[src/rtl/screen_pkg.sv]
// Shared types and widths for the screen RAM arbiter and its read pipeline.
package screen_pkg;

    localparam int SCREEN_ADDR_W = 13;
    localparam int SCREEN_DATA_W = 16;

    typedef enum logic [1:0] {
        OWN_NONE   = 2'd0,
        OWN_VGA    = 2'd1,
        OWN_CPU_RD = 2'd2,
        OWN_CPU_WR = 2'd3
    } owner_e;

    typedef enum logic {
        ST_IDLE     = 1'b0,
        ST_CPU_BUSY = 1'b1
    } arb_state_e;

endpackage

[src/rtl/screen_rd_pipe.sv]
// Tracks which requester owns each RAM cycle and turns the 1-cycle RAM read
// latency into registered read data plus VALID/ACK strobes.
module screen_rd_pipe
    import screen_pkg::*;
#(
    parameter int DATA_W = SCREEN_DATA_W
) (
    input  logic              i_clk,
    input  logic              i_rst_n,
    input  owner_e            i_owner,
    input  logic [DATA_W-1:0] i_ram_rdata,
    output logic [DATA_W-1:0] o_vga_data,
    output logic              o_vga_valid,
    output logic [DATA_W-1:0] o_cpu_rdata,
    output logic              o_cpu_ack,
    output logic              o_cpu_pending
);

    owner_e            r_tag;
    logic              r_vga_valid;
    logic              r_cpu_rd_ack;
    logic [DATA_W-1:0] r_vga_data;
    logic [DATA_W-1:0] r_cpu_rdata;

    always_ff @(posedge i_clk or negedge i_rst_n) begin
        if (!i_rst_n) begin
            r_tag        <= OWN_NONE;
            r_vga_valid  <= 1'b0;
            r_cpu_rd_ack <= 1'b0;
            r_vga_data   <= '0;
            r_cpu_rdata  <= '0;
        end else begin
            r_tag        <= i_owner;
            r_vga_valid  <= (r_tag == OWN_VGA);
            r_cpu_rd_ack <= (r_tag == OWN_CPU_RD);
            // RAM data for the cycle owned by r_tag is on i_ram_rdata now
            if (r_tag == OWN_VGA)
                r_vga_data <= i_ram_rdata;
            if (r_tag == OWN_CPU_RD)
                r_cpu_rdata <= i_ram_rdata;
        end
    end

    assign o_vga_data    = r_vga_data;
    assign o_vga_valid   = r_vga_valid;
    assign o_cpu_rdata   = r_cpu_rdata;
    // Writes complete as soon as the RAM has taken them; reads need the capture stage
    assign o_cpu_ack     = r_cpu_rd_ack | (r_tag == OWN_CPU_WR);
    assign o_cpu_pending = r_cpu_rd_ack | (r_tag == OWN_CPU_RD) | (r_tag == OWN_CPU_WR);

endmodule

[src/rtl/screen_arbiter.sv]
// Single-port screen RAM arbiter: VGA scan-out reads have absolute priority,
// CPU accesses are served one at a time with a req/ack handshake.
module screen_arbiter
    import screen_pkg::*;
#(
    parameter int ADDR_W   = SCREEN_ADDR_W,
    parameter int DATA_W   = SCREEN_DATA_W,
    parameter int MAX_WAIT = 4
) (
    input  logic              iCLK,
    input  logic              iRST_N,
    input  logic              iVGA_REQ,
    input  logic [ADDR_W-1:0] iVGA_ADDR,
    output logic [DATA_W-1:0] oVGA_DATA,
    output logic              oVGA_VALID,
    input  logic              iCPU_REQ,
    input  logic              iCPU_WE,
    input  logic [ADDR_W-1:0] iCPU_ADDR,
    input  logic [DATA_W-1:0] iCPU_WDATA,
    output logic [DATA_W-1:0] oCPU_RDATA,
    output logic              oCPU_ACK,
    output logic [ADDR_W-1:0] oRAM_ADDR,
    output logic              oRAM_WE,
    output logic [DATA_W-1:0] oRAM_WDATA,
    input  logic [DATA_W-1:0] iRAM_RDATA,
    output logic              oSTARVE
);

    localparam logic [2:0] LP_MAX_WAIT = 3'(MAX_WAIT);

    arb_state_e        r_state;
    arb_state_e        w_state_nxt;
    logic [ADDR_W-1:0] r_addr_hold;
    logic [2:0]        r_wait;
    logic [2:0]        w_wait_nxt;
    logic              r_starve;
    logic              w_vga_gnt;
    logic              w_cpu_gnt;
    logic              w_cpu_ack;
    logic              w_cpu_pending;
    owner_e            w_owner;

    // Grants are gated by reset so the RAM sees no traffic while held in reset
    always_comb begin
        w_vga_gnt  = iRST_N & iVGA_REQ;
        w_cpu_gnt  = iRST_N & ~iVGA_REQ & iCPU_REQ & (r_state == ST_IDLE) & ~w_cpu_pending;
        w_owner    = OWN_NONE;
        oRAM_ADDR  = r_addr_hold;
        oRAM_WE    = 1'b0;
        oRAM_WDATA = '0;
        if (w_vga_gnt) begin
            w_owner   = OWN_VGA;
            oRAM_ADDR = iVGA_ADDR;
        end else if (w_cpu_gnt) begin
            w_owner    = iCPU_WE ? OWN_CPU_WR : OWN_CPU_RD;
            oRAM_ADDR  = iCPU_ADDR;
            oRAM_WE    = iCPU_WE;
            oRAM_WDATA = iCPU_WDATA;
        end
    end

    always_comb begin
        w_state_nxt = r_state;
        case (r_state)
            ST_IDLE:     if (w_cpu_gnt) w_state_nxt = ST_CPU_BUSY;
            ST_CPU_BUSY: if (w_cpu_ack) w_state_nxt = ST_IDLE;
            default:     w_state_nxt = ST_IDLE;
        endcase
    end

    always_comb begin
        w_wait_nxt = r_wait;
        if (w_cpu_gnt)
            w_wait_nxt = 3'd0;
        else if (iCPU_REQ && (r_state == ST_IDLE) && (r_wait != 3'd7))
            w_wait_nxt = r_wait + 3'd1;
    end

    always_ff @(posedge iCLK or negedge iRST_N) begin
        if (!iRST_N) begin
            r_state     <= ST_IDLE;
            r_addr_hold <= '0;
            r_wait      <= 3'd0;
            r_starve    <= 1'b0;
        end else begin
            r_state     <= w_state_nxt;
            r_addr_hold <= oRAM_ADDR;
            r_wait      <= w_wait_nxt;
            if (w_wait_nxt >= LP_MAX_WAIT)
                r_starve <= 1'b1;
        end
    end

    screen_rd_pipe #(
        .DATA_W (DATA_W)
    ) u_rd_pipe (
        .i_clk         (iCLK),
        .i_rst_n       (iRST_N),
        .i_owner       (w_owner),
        .i_ram_rdata   (iRAM_RDATA),
        .o_vga_data    (oVGA_DATA),
        .o_vga_valid   (oVGA_VALID),
        .o_cpu_rdata   (oCPU_RDATA),
        .o_cpu_ack     (w_cpu_ack),
        .o_cpu_pending (w_cpu_pending)
    );

    assign oCPU_ACK = w_cpu_ack;
    assign oSTARVE  = r_starve;

endmodule

[config.mk]
export PLATFORM = sky130hd
export DESIGN_NAME = screen_arbiter
export DESIGN_NICKNAME = d
export VERILOG_FILES = /design/src/rtl/screen_pkg.sv /design/src/rtl/screen_rd_pipe.sv /design/src/rtl/screen_arbiter.sv
export SDC_FILE = /design/constraint.sdc
export NUM_CORES = 1
export LEC_CHECK = 0
export CAP_MARGIN = 20
export CELL_PAD_IN_SITES_DETAIL_PLACEMENT = 1
export CELL_PAD_IN_SITES_GLOBAL_PLACEMENT = 1
export CORE_MARGIN = 2
export CORE_UTILIZATION = 29
export DETAILED_ROUTE_END_ITERATION = 10
export PLACE_DENSITY_LB_ADDON = 0.1
export SLEW_MARGIN = 20
export SYNTH_ARGS = -nofsm -noshare
export SYNTH_HDL_FRONTEND = slang
export SYNTH_SLANG_ARGS = --single-unit
[constraint.sdc]
create_clock -name iCLK -period 2.1 [get_ports iCLK]
set_clock_uncertainty 0.15 [all_clocks]
set_input_delay 0.315 -clock iCLK [delete_from_list [all_inputs] [get_ports iCLK]]
set_output_delay 0.315 -clock iCLK [all_outputs]
set_load 0.02 [all_outputs]
==> results.tsv <==
metric	value	unit
layout_setup_ws	-0.04354	ns
finalCritPeriodShare	102.1	%
initial_core_util	30.18	%
first_pass_iters	4	
netlist_area	0.002356	mm2
critPathMaxFanout	16	
wl_per_cell	16.64	um
ant_nets	0	
drtIter0Drc	33	
yosys-top-cells-count	54 x dfrtp_1, 23 x mux2_2, 17 x and3_1, 16 x nor2_1, 13 x a21oi_1	
cts_root_buf	clkbuf_8	
cts_buffers	5	
synthFlopType	dfrtp_1	
drc	0	
clkSinkCount	54	
end_kind	output pin	
crit_type	flop to output pin	
vias	2178	
cts_buffer_depth	2	
worst_pin_slew	0.6407	ns
period_minus_slack	2.144	ns
ys_ff_latch	54	
rsz0062_at_grt	true	
ys_seq_area_share	57.36	%
fp.dieArea	0.008861	mm2
diodes	0	
fill_cells	851	
worstPathRequired	1.63	ns
yosysTopAreaCellShare	57.36	%
final-hold-violation-count	0	
area_delta_synth_final	80.78	%
leakagePower	1.942	nW
wl	7.706	mm
die_h	94.14	um
ys_async_sr_fraction	100.0	%
synth_cells	194	
drv_slew	0	
grt_pass1_vias	2210	
grt_max_degree	51	
overflow	0	
clock_latency	0.30	ns
synth_nets	259	
setup_viol	2	
p_per_area	779.6	mW/mm2
finalPower	3.320	mW
path_clk_slew	0.09	ns
coreArea	0.007807	mm2
fin_util	54.55	%
violations	negative setup slack	
hold_path.class	input port to async pin	
htreeDepth	2	
die_x	94.14	um
cts_tree	built	
grt_usage	16.05	%
max-slew-margin-rel	57.29	%
ys_top_cells_by_area	dfrtp_1 57%, mux2_2 11%, and3_1 4.5%, mux2_1 4.3%, a31oi_1 3.2%	
antenna_found_initial	0	
ys_types	30	
grt_pass1_wl	11.14	mm
fmax	0.4665	GHz
synth_edf_count	0	
arrival	1.68	ns
ioPinCount	128	
layout.nets	426	
viasPerCell	4.704	
status	finished with violations	
syn_avg_cell_area	12.14	um2
ir_drop	0.4309	mV
fp-row-count	32	
synth_most_common_cell	dfrtp_1	
layout-drive-gt1-share	36.01	%
hpwlAfterDp	5.124	mm
cp-start-kind	flop	
cap_viol_max_count	0	
yosysTopAreaCell	dfrtp_1	
finalSetupTns	-0.08156	ns
portBuffers	127	
place.gp.congestion	0.7505	
synth_warnings	0	
-- metal layers --
layer / wire length [um] / global-route usage, % / vias to the layer above
met3: 573 / 5.136 / 5
met1: 3194 / 19.44 / 1073
met2: 3877 / 27.80 / 81
met5: 0 / 0 / -
met4: 61 / 3.623 / 0
li1: - / - / 1019
-- area by class of cell --
class	count	area [um2]	area share [%]
clock buffer	5	68.82	1.616
clock inverter	2	15.01	0.3525
inverter	2	7.507	0.1763
multi-input combinational	124	1039	24.38
sequential	54	1351	31.73
tap	102	127.6	2.996
timing repair buffer	174	1650	38.75
-- worst max-delay path: stages (launching register included) --
cell	delay, ns
dfrtp_1	0.40
and4bb_1	0.30
buf_12	0.16
a31oi_1	0.10
a21oi_1	0.22
buf_4	0.18
-- power by group --
part,switching (mW),total (mW),internal [mW]
Sequential,0.120,1.39,1.27
Combinational,0.606,1.36,0.756
Clock,0.338,0.566,0.229
Total,1.06,3.32,2.26
-- per-stage QoR --
step	cells	setup slack [ns]	cell area [um2]	hold WS, ns
floorplan	194	0.3063	2356	-0.1306
global placement	438	-0.5485	3902	0.1362
detailed placement	438	-0.5701	3902	0.1521
CTS	455	-0.03599	3998	0.1002
global route	463	-0.1438	4259	0.1292
finish	463	-0.04354	4259	0.08462
-- worst paths after layout --
kind | from | end | slack [ns] | cells after the start
setup / recovery | r_state | oRAM_ADDR[5] | -0.04 | 5
hold / removal | iRST_N | r_addr_hold[12] | 0.08 | 2
setup reg to reg | r_state | r_addr_hold[1] | 0.32 | 8
hold reg to reg | u_rd_pipe.o_vga_data[13] | u_rd_pipe.o_vga_data[13] | 0.35 | 1
max in group asynchronous | iRST_N | r_state | 1.27 | 3
min in group iCLK | u_rd_pipe.o_vga_data[13] | u_rd_pipe.o_vga_data[13] | 0.35 | 1
-- registers in the layout, summed over array words and instances (netlist names), 2 cells and up --
signal / count
r_addr_hold: 13
u_rd_pipe.r_tag: 2
r_wait: 3
u_rd_pipe.o_vga_data: 16
u_rd_pipe.o_cpu_rdata: 16
-- cells by family after synthesis --
| family | share of synthesized area, % |
|---|---|
| and+or+nand+nor | 11.37 |
| xor gates and xnor gates | 0.3718 |
| adders and majority gates | 1.062 |
| muxes | 16.14 |
| buffers and inverters | 4.248 |
| DFF | 57.36 |
| AOI/OAI and AO/OA | 9.453 |
-- layout by cell type, fill, tap and decap left out, types with 2 or more instances in the layout --
master and count:
o21ai_1 4, dfrtp_1 54, buf_12 2, inv_1 2, clkdlybuf4s50_1 93, clkbuf_8 5, nand2_1 3, ha_1 2
a21oi_1 5, buf_4 56, o21ai_4 5, dlygate4sd2_1 2, a21oi_2 8, mux2_1 9, buf_6 15, and3_1 15
clkinvlp_4 2, o21ai_2 3, a31oi_1 12, mux2_2 23, and3_4 2, buf_2 2, nor2_1 16, mux2i_1 2
-- timing repair --
item / CTS / global route
cloned: 0 / 1
setup endpoints to repair: 30 / 29
buffers inserted: 9 / 7
hold buffers: 1 / 0
pin swaps: 10 / 12
resized for setup: 160 / 47
endpoints found under the hold margin: 4 / 0
Power figures use the tool's default switching activity.
==> RTL edit 1: new RTL, config.mk and constraints unchanged <==
Encoding of `owner_e`: now Gray code (2 bits for 4 values).
--- a/src/rtl/screen_pkg.sv
+++ b/src/rtl/screen_pkg.sv
@@ -5,10 +5,10 @@
     localparam int SCREEN_DATA_W = 16;
 
     typedef enum logic [1:0] {
-        OWN_NONE   = 2'd0,
-        OWN_VGA    = 2'd1,
-        OWN_CPU_RD = 2'd2,
-        OWN_CPU_WR = 2'd3
+        OWN_NONE   = 2'b00,
+        OWN_VGA    = 2'b01,
+        OWN_CPU_RD = 2'b11,
+        OWN_CPU_WR = 2'b10
     } owner_e;
 
     typedef enum logic {
Check against the original RTL: no difference found for any inputs over 10 cycles, from zero or initial values and one cycle with iRST_N low; not proved beyond that.
==> RTL edit 1 against the unedited design <==
Final area rose by 3.2%. Count of clock-buffer cells in the layout rose by 1. Die area rose by 3.1%. Utilization fell by 0.77 points. First-iteration DRC count rose by 15%. Routed wire length rose by 1.9%. Sequential cell count did not move. Clock power rose by 7.2%. Synthesized area rose by 3.3%. Worst setup slack got worse by 0.076 ns. Power rose by 2.2%. Non-clock buffer count fell by 19. Cell count fell by 2.2%. Highest routed layer unchanged. The run still ends with negative setup slack left.
==> RTL edit 1: results <==
[cells_and_area]
fin_nets = 412
drive_above_1_share_pct = 42.5
fill_cells = 846

[sta]
max_slew.worst_pin.slew_ns = 0.505
worst_slack_ns = -0.120
setup_viol_count_final = 29

[placed_design]
pre_cts_slack_ns = -0.564
dp_hpwl_mm = 5.23
gp_congestion = 0.697

[global_routing]
met2_usage_pct = 29.2
grt_pass1_wl_mm = 11.8
track_usage_pct = 16.9
grt_max_degree = 40
grt_pass1_vias = 2402
grt_util_met1_pct = 19.5

[critical_path]
worstSetupEndpoint = "oRAM_ADDR[11]"
cp_slowest_stage_delay_ns = 0.46
cp_slowest_cell = "and4bb_4"
reg2reg_to = "oSTARVE"
cp.arrival_ns = 1.75
critPathTopFamily = "simple AND/OR/NAND/NOR gates"
r2r_slack_ns = 0.30
ff2ff_path_depth = 6
crit_fanout = 5

[run_status]
outcome = "finished with violations"
violations = "negative setup slack"

[synthesis]
synth_cell_type_count = 33
netlist_top_cells_count = "54 x dfrtp_1, 23 x mux2_2, 18 x nor2_1"
ys_seq_area_share_pct = 55.5
synthTopCellsByArea = "dfrtp_1 56%, mux2_2 11%, mux2_4 5.6%, and3_1 4.4%, a31oi_1 3.3%"
synthesis.nets = 260

[power_and_ir_drop]
ir_drop_v = 0.000276
leakage_nw = 1.90
clk-power_uw = 607

[detailed_routing]
wirelength_mm = 7.86
drt_iter0_drc = 38
viasPerCell = 4.91
wl_met1_mm = 3.02
-- RTL edit 1: tightest hold or removal path, cell delays in order --
cell and delay [ns]:
buf_2 0.18, buf_4 0.18, buf_4 0.23
-- RTL edit 1: cell families after synthesis --
group                      count (synthesis)  synth area share, %
and+or+nand+nor                           44                 11.2
buffers and inverters                     17                 4.68
muxes                                     34                 17.0
DFF                                       54                 55.5
xor gates and xnor gates                   1                0.360
AOI/OAI and AO/OA                         43                 10.2
adders and majority gates                  2                 1.03
-- RTL edit 1: worst min path at each step --
stage | depth (start not counted) | to | slack (ns)
global route | 3 | r_addr_hold[2] | 0.08
floorplan | 0 | oSTARVE | -0.13
global placement | 2 | u_rd_pipe.r_tag[0] | 0.13
detailed placement | 2 | u_rd_pipe.r_tag[1] | 0.13
CTS | 3 | r_addr_hold[2] | 0.06
finish | 3 | r_addr_hold[2] | 0.08
-- RTL edit 1: metrics by stage --
stage	utilization, %	setup TNS [ns]	total power [mW]	std cells
after floorplan	-	0	2.00	195
after global placement	47.9	-15.07	2.66	432
after detailed placement	47.9	-15.65	2.69	432
after CTS	49.9	-0.281	3.33	448
after global routing	53.8	-2.88	3.60	453
final	53.8	-0.865	3.39	453
-- RTL edit 1: cell type report --
type	count	area, um^2	share of cell area, %
repair buffers	155	1600	36.5
flip-flops and latches	54	1350	30.8
multi-input cells	127	1200	27.3
well taps	105	131	2.99
clock buffers	6	82.6	1.88
inverters	4	15.0	0.341
clock inverters	2	12.5	0.285
-- RTL edit 1: what timing repair did --
item	CTS	global route
resized for setup	164	71
hold endpoints to repair	2	0
buffers inserted	3	5
pin swaps	8	33
cloned	4	0
endpoints found under the setup margin	30	30
hold buffers	1	0
==> RTL edit 2: new RTL, same flow settings <==
Made on the original files. `SCREEN_DATA_W`: 16 -> 14.
--- a/src/rtl/screen_pkg.sv
+++ b/src/rtl/screen_pkg.sv
@@ -2,7 +2,7 @@
 package screen_pkg;
 
     localparam int SCREEN_ADDR_W = 13;
-    localparam int SCREEN_DATA_W = 16;
+    localparam int SCREEN_DATA_W = 14;
 
     typedef enum logic [1:0] {
         OWN_NONE   = 2'd0,
Ports: changed (5 resized); port bits go from 128 to 118. No check against the original RTL was run, so the function may have changed too.
==> RTL edit 2 against the unedited design <==
The run still ends with negative setup slack left. Final area shrank 7.1%. Critical path type unchanged. Synthesized cell count shrank 5.7%. Highest routed layer unchanged. Sequential cell count shrank 4. Power shrank 3.3%. Cell count shrank 5.0%. Worst setup slack lost 0.015 ns. Synthesized area shrank 7.5%. Routed wire length shrank 3.3%. Critical endpoint is now oRAM_ADDR[9].
==> RTL edit 2: results <==
[run_status]
outcome = "finished with violations"
violations = "negative setup slack"

[detailed_routing]
viasPerCell = 4.68
wl_met1_mm = 3.25
drt_iter0_drc = 71
wirelength_mm = 7.45
dr_wl_met3_um = 430
wl_met2_mm = 3.70
dr.pass1.iters = 4
dr.max_layer_used = "met4"

[power_and_ir_drop]
switching_share_pct = 31.3
power_density_mw_per_mm2 = 811
power_frac_comb_pct = 38.0
ir_drop_v = 0.000416
pg_seq_mw = 1.28
leakage_nw = 1.81

[synthesis]
synth_cell_type_count = 30
syn_avg_cell_area_um2 = 11.9
synthesis.nets = 244
synthTopCellsByArea = "dfrtp_1 57%, mux2_1 7.2%, mux2_2 7.2%, and3_1 4.3%, a31oi_1 3.4%"
ys_seq_area_share_pct = 57.4
netlist_top_cells_count = "50 x dfrtp_1, 15 x and3_1, 15 x nor2_1"

[placed_design]
io_buffers = 117
dp_hpwl_mm = 5.17
placedCellCount = 413
pre_cts_slack_ns = -0.729
gp_congestion = 0.737

[sta]
worst_slack_ns = -0.0589
max_slew.worst_pin.slew_ns = 0.485
tns_ns = -0.485
setup_viol_count_final = 18

[critical_path]
crit_fanout = 6
critPathTopFamily = "flip-flops"
cp_slowest_stage_delay_ns = 0.40
reg2reg_from = "r_state"
cp_slowest_cell = "dfrtp_1"

[global_routing]
grt_max_degree = 38
grt_util_met1_pct = 23.7
use_met3_pct = 5.09
met2_usage_pct = 29.2
grt_pass1_wl_mm = 11.7
grt_pass1_vias = 2216
track_usage_pct = 18.0

[cts]
clk_path_buf_depth = 2
h-tree-depth = 2
clk_latency_ns = 0.31

[cells_and_area]
diodes = 0
fill_cells = 807
fin_cells = 440
drive_above_1_share_pct = 35.2
fin_nets = 401
## RTL edit 2: through the flow
step	hold slack (ns)	instance area, um^2
after detailed placement	0.199	3600
after floorplan	-0.131	2180
after global routing	0.0942	3960
after global placement	0.188	3600
final	0.0459	3960
after CTS	0.0541	3830
## RTL edit 2: kinds of logic after synthesis
kind of cell	count (synthesis)	share of synthesized area, %
AO/OA/AOI/OAI	40	10.2
XOR/XNOR	1	0.402
adder cells (fa/ha/maj)	2	1.15
buffers and inverters	15	3.56
flip-flops	50	57.4
multiplexers	30	15.4
AND/OR/NAND/NOR	45	11.8
## RTL edit 2: cell type report
| class | instances | area (um^2) | area share, % |
|---|---|---|---|
| Clock buffer | 5 | 68.8 | 1.74 |
| Timing Repair Buffer | 163 | 1500 | 37.8 |
| Tap cell | 99 | 124 | 3.13 |
| Inverter | 2 | 7.51 | 0.190 |
| Multi-Input combinational cell | 118 | 965 | 24.4 |
| Clock inverter | 3 | 47.5 | 1.20 |
| Sequential cell | 50 | 1250 | 31.6 |
## RTL edit 2: worst paths after layout
kind,endpoint,slack [ns],cells past startpoint
worst max register to register,r_addr_hold[4],0.31,7
max in group asynchronous,u_rd_pipe.o_cpu_rdata[11],1.15,3
worst max-delay path,oRAM_ADDR[9],-0.06,5
worst min register to register,oSTARVE,0.33,1
worst min-delay path,u_rd_pipe.r_tag[0],0.05,2
min in group iCLK,oSTARVE,0.33,1
## RTL edit 2: what timing repair did
| action | 4_1_cts | 5_1_grt |
|---|---|---|
| resized for setup | 157 | 29 |
| setup endpoints to repair | 28 | 25 |
| hold endpoints to repair | 13 | 0 |
| pin swaps | 19 | 5 |
| gates cloned | 1 | 0 |
| buffers inserted | 14 | 3 |
| hold buffers | 1 | 0 |
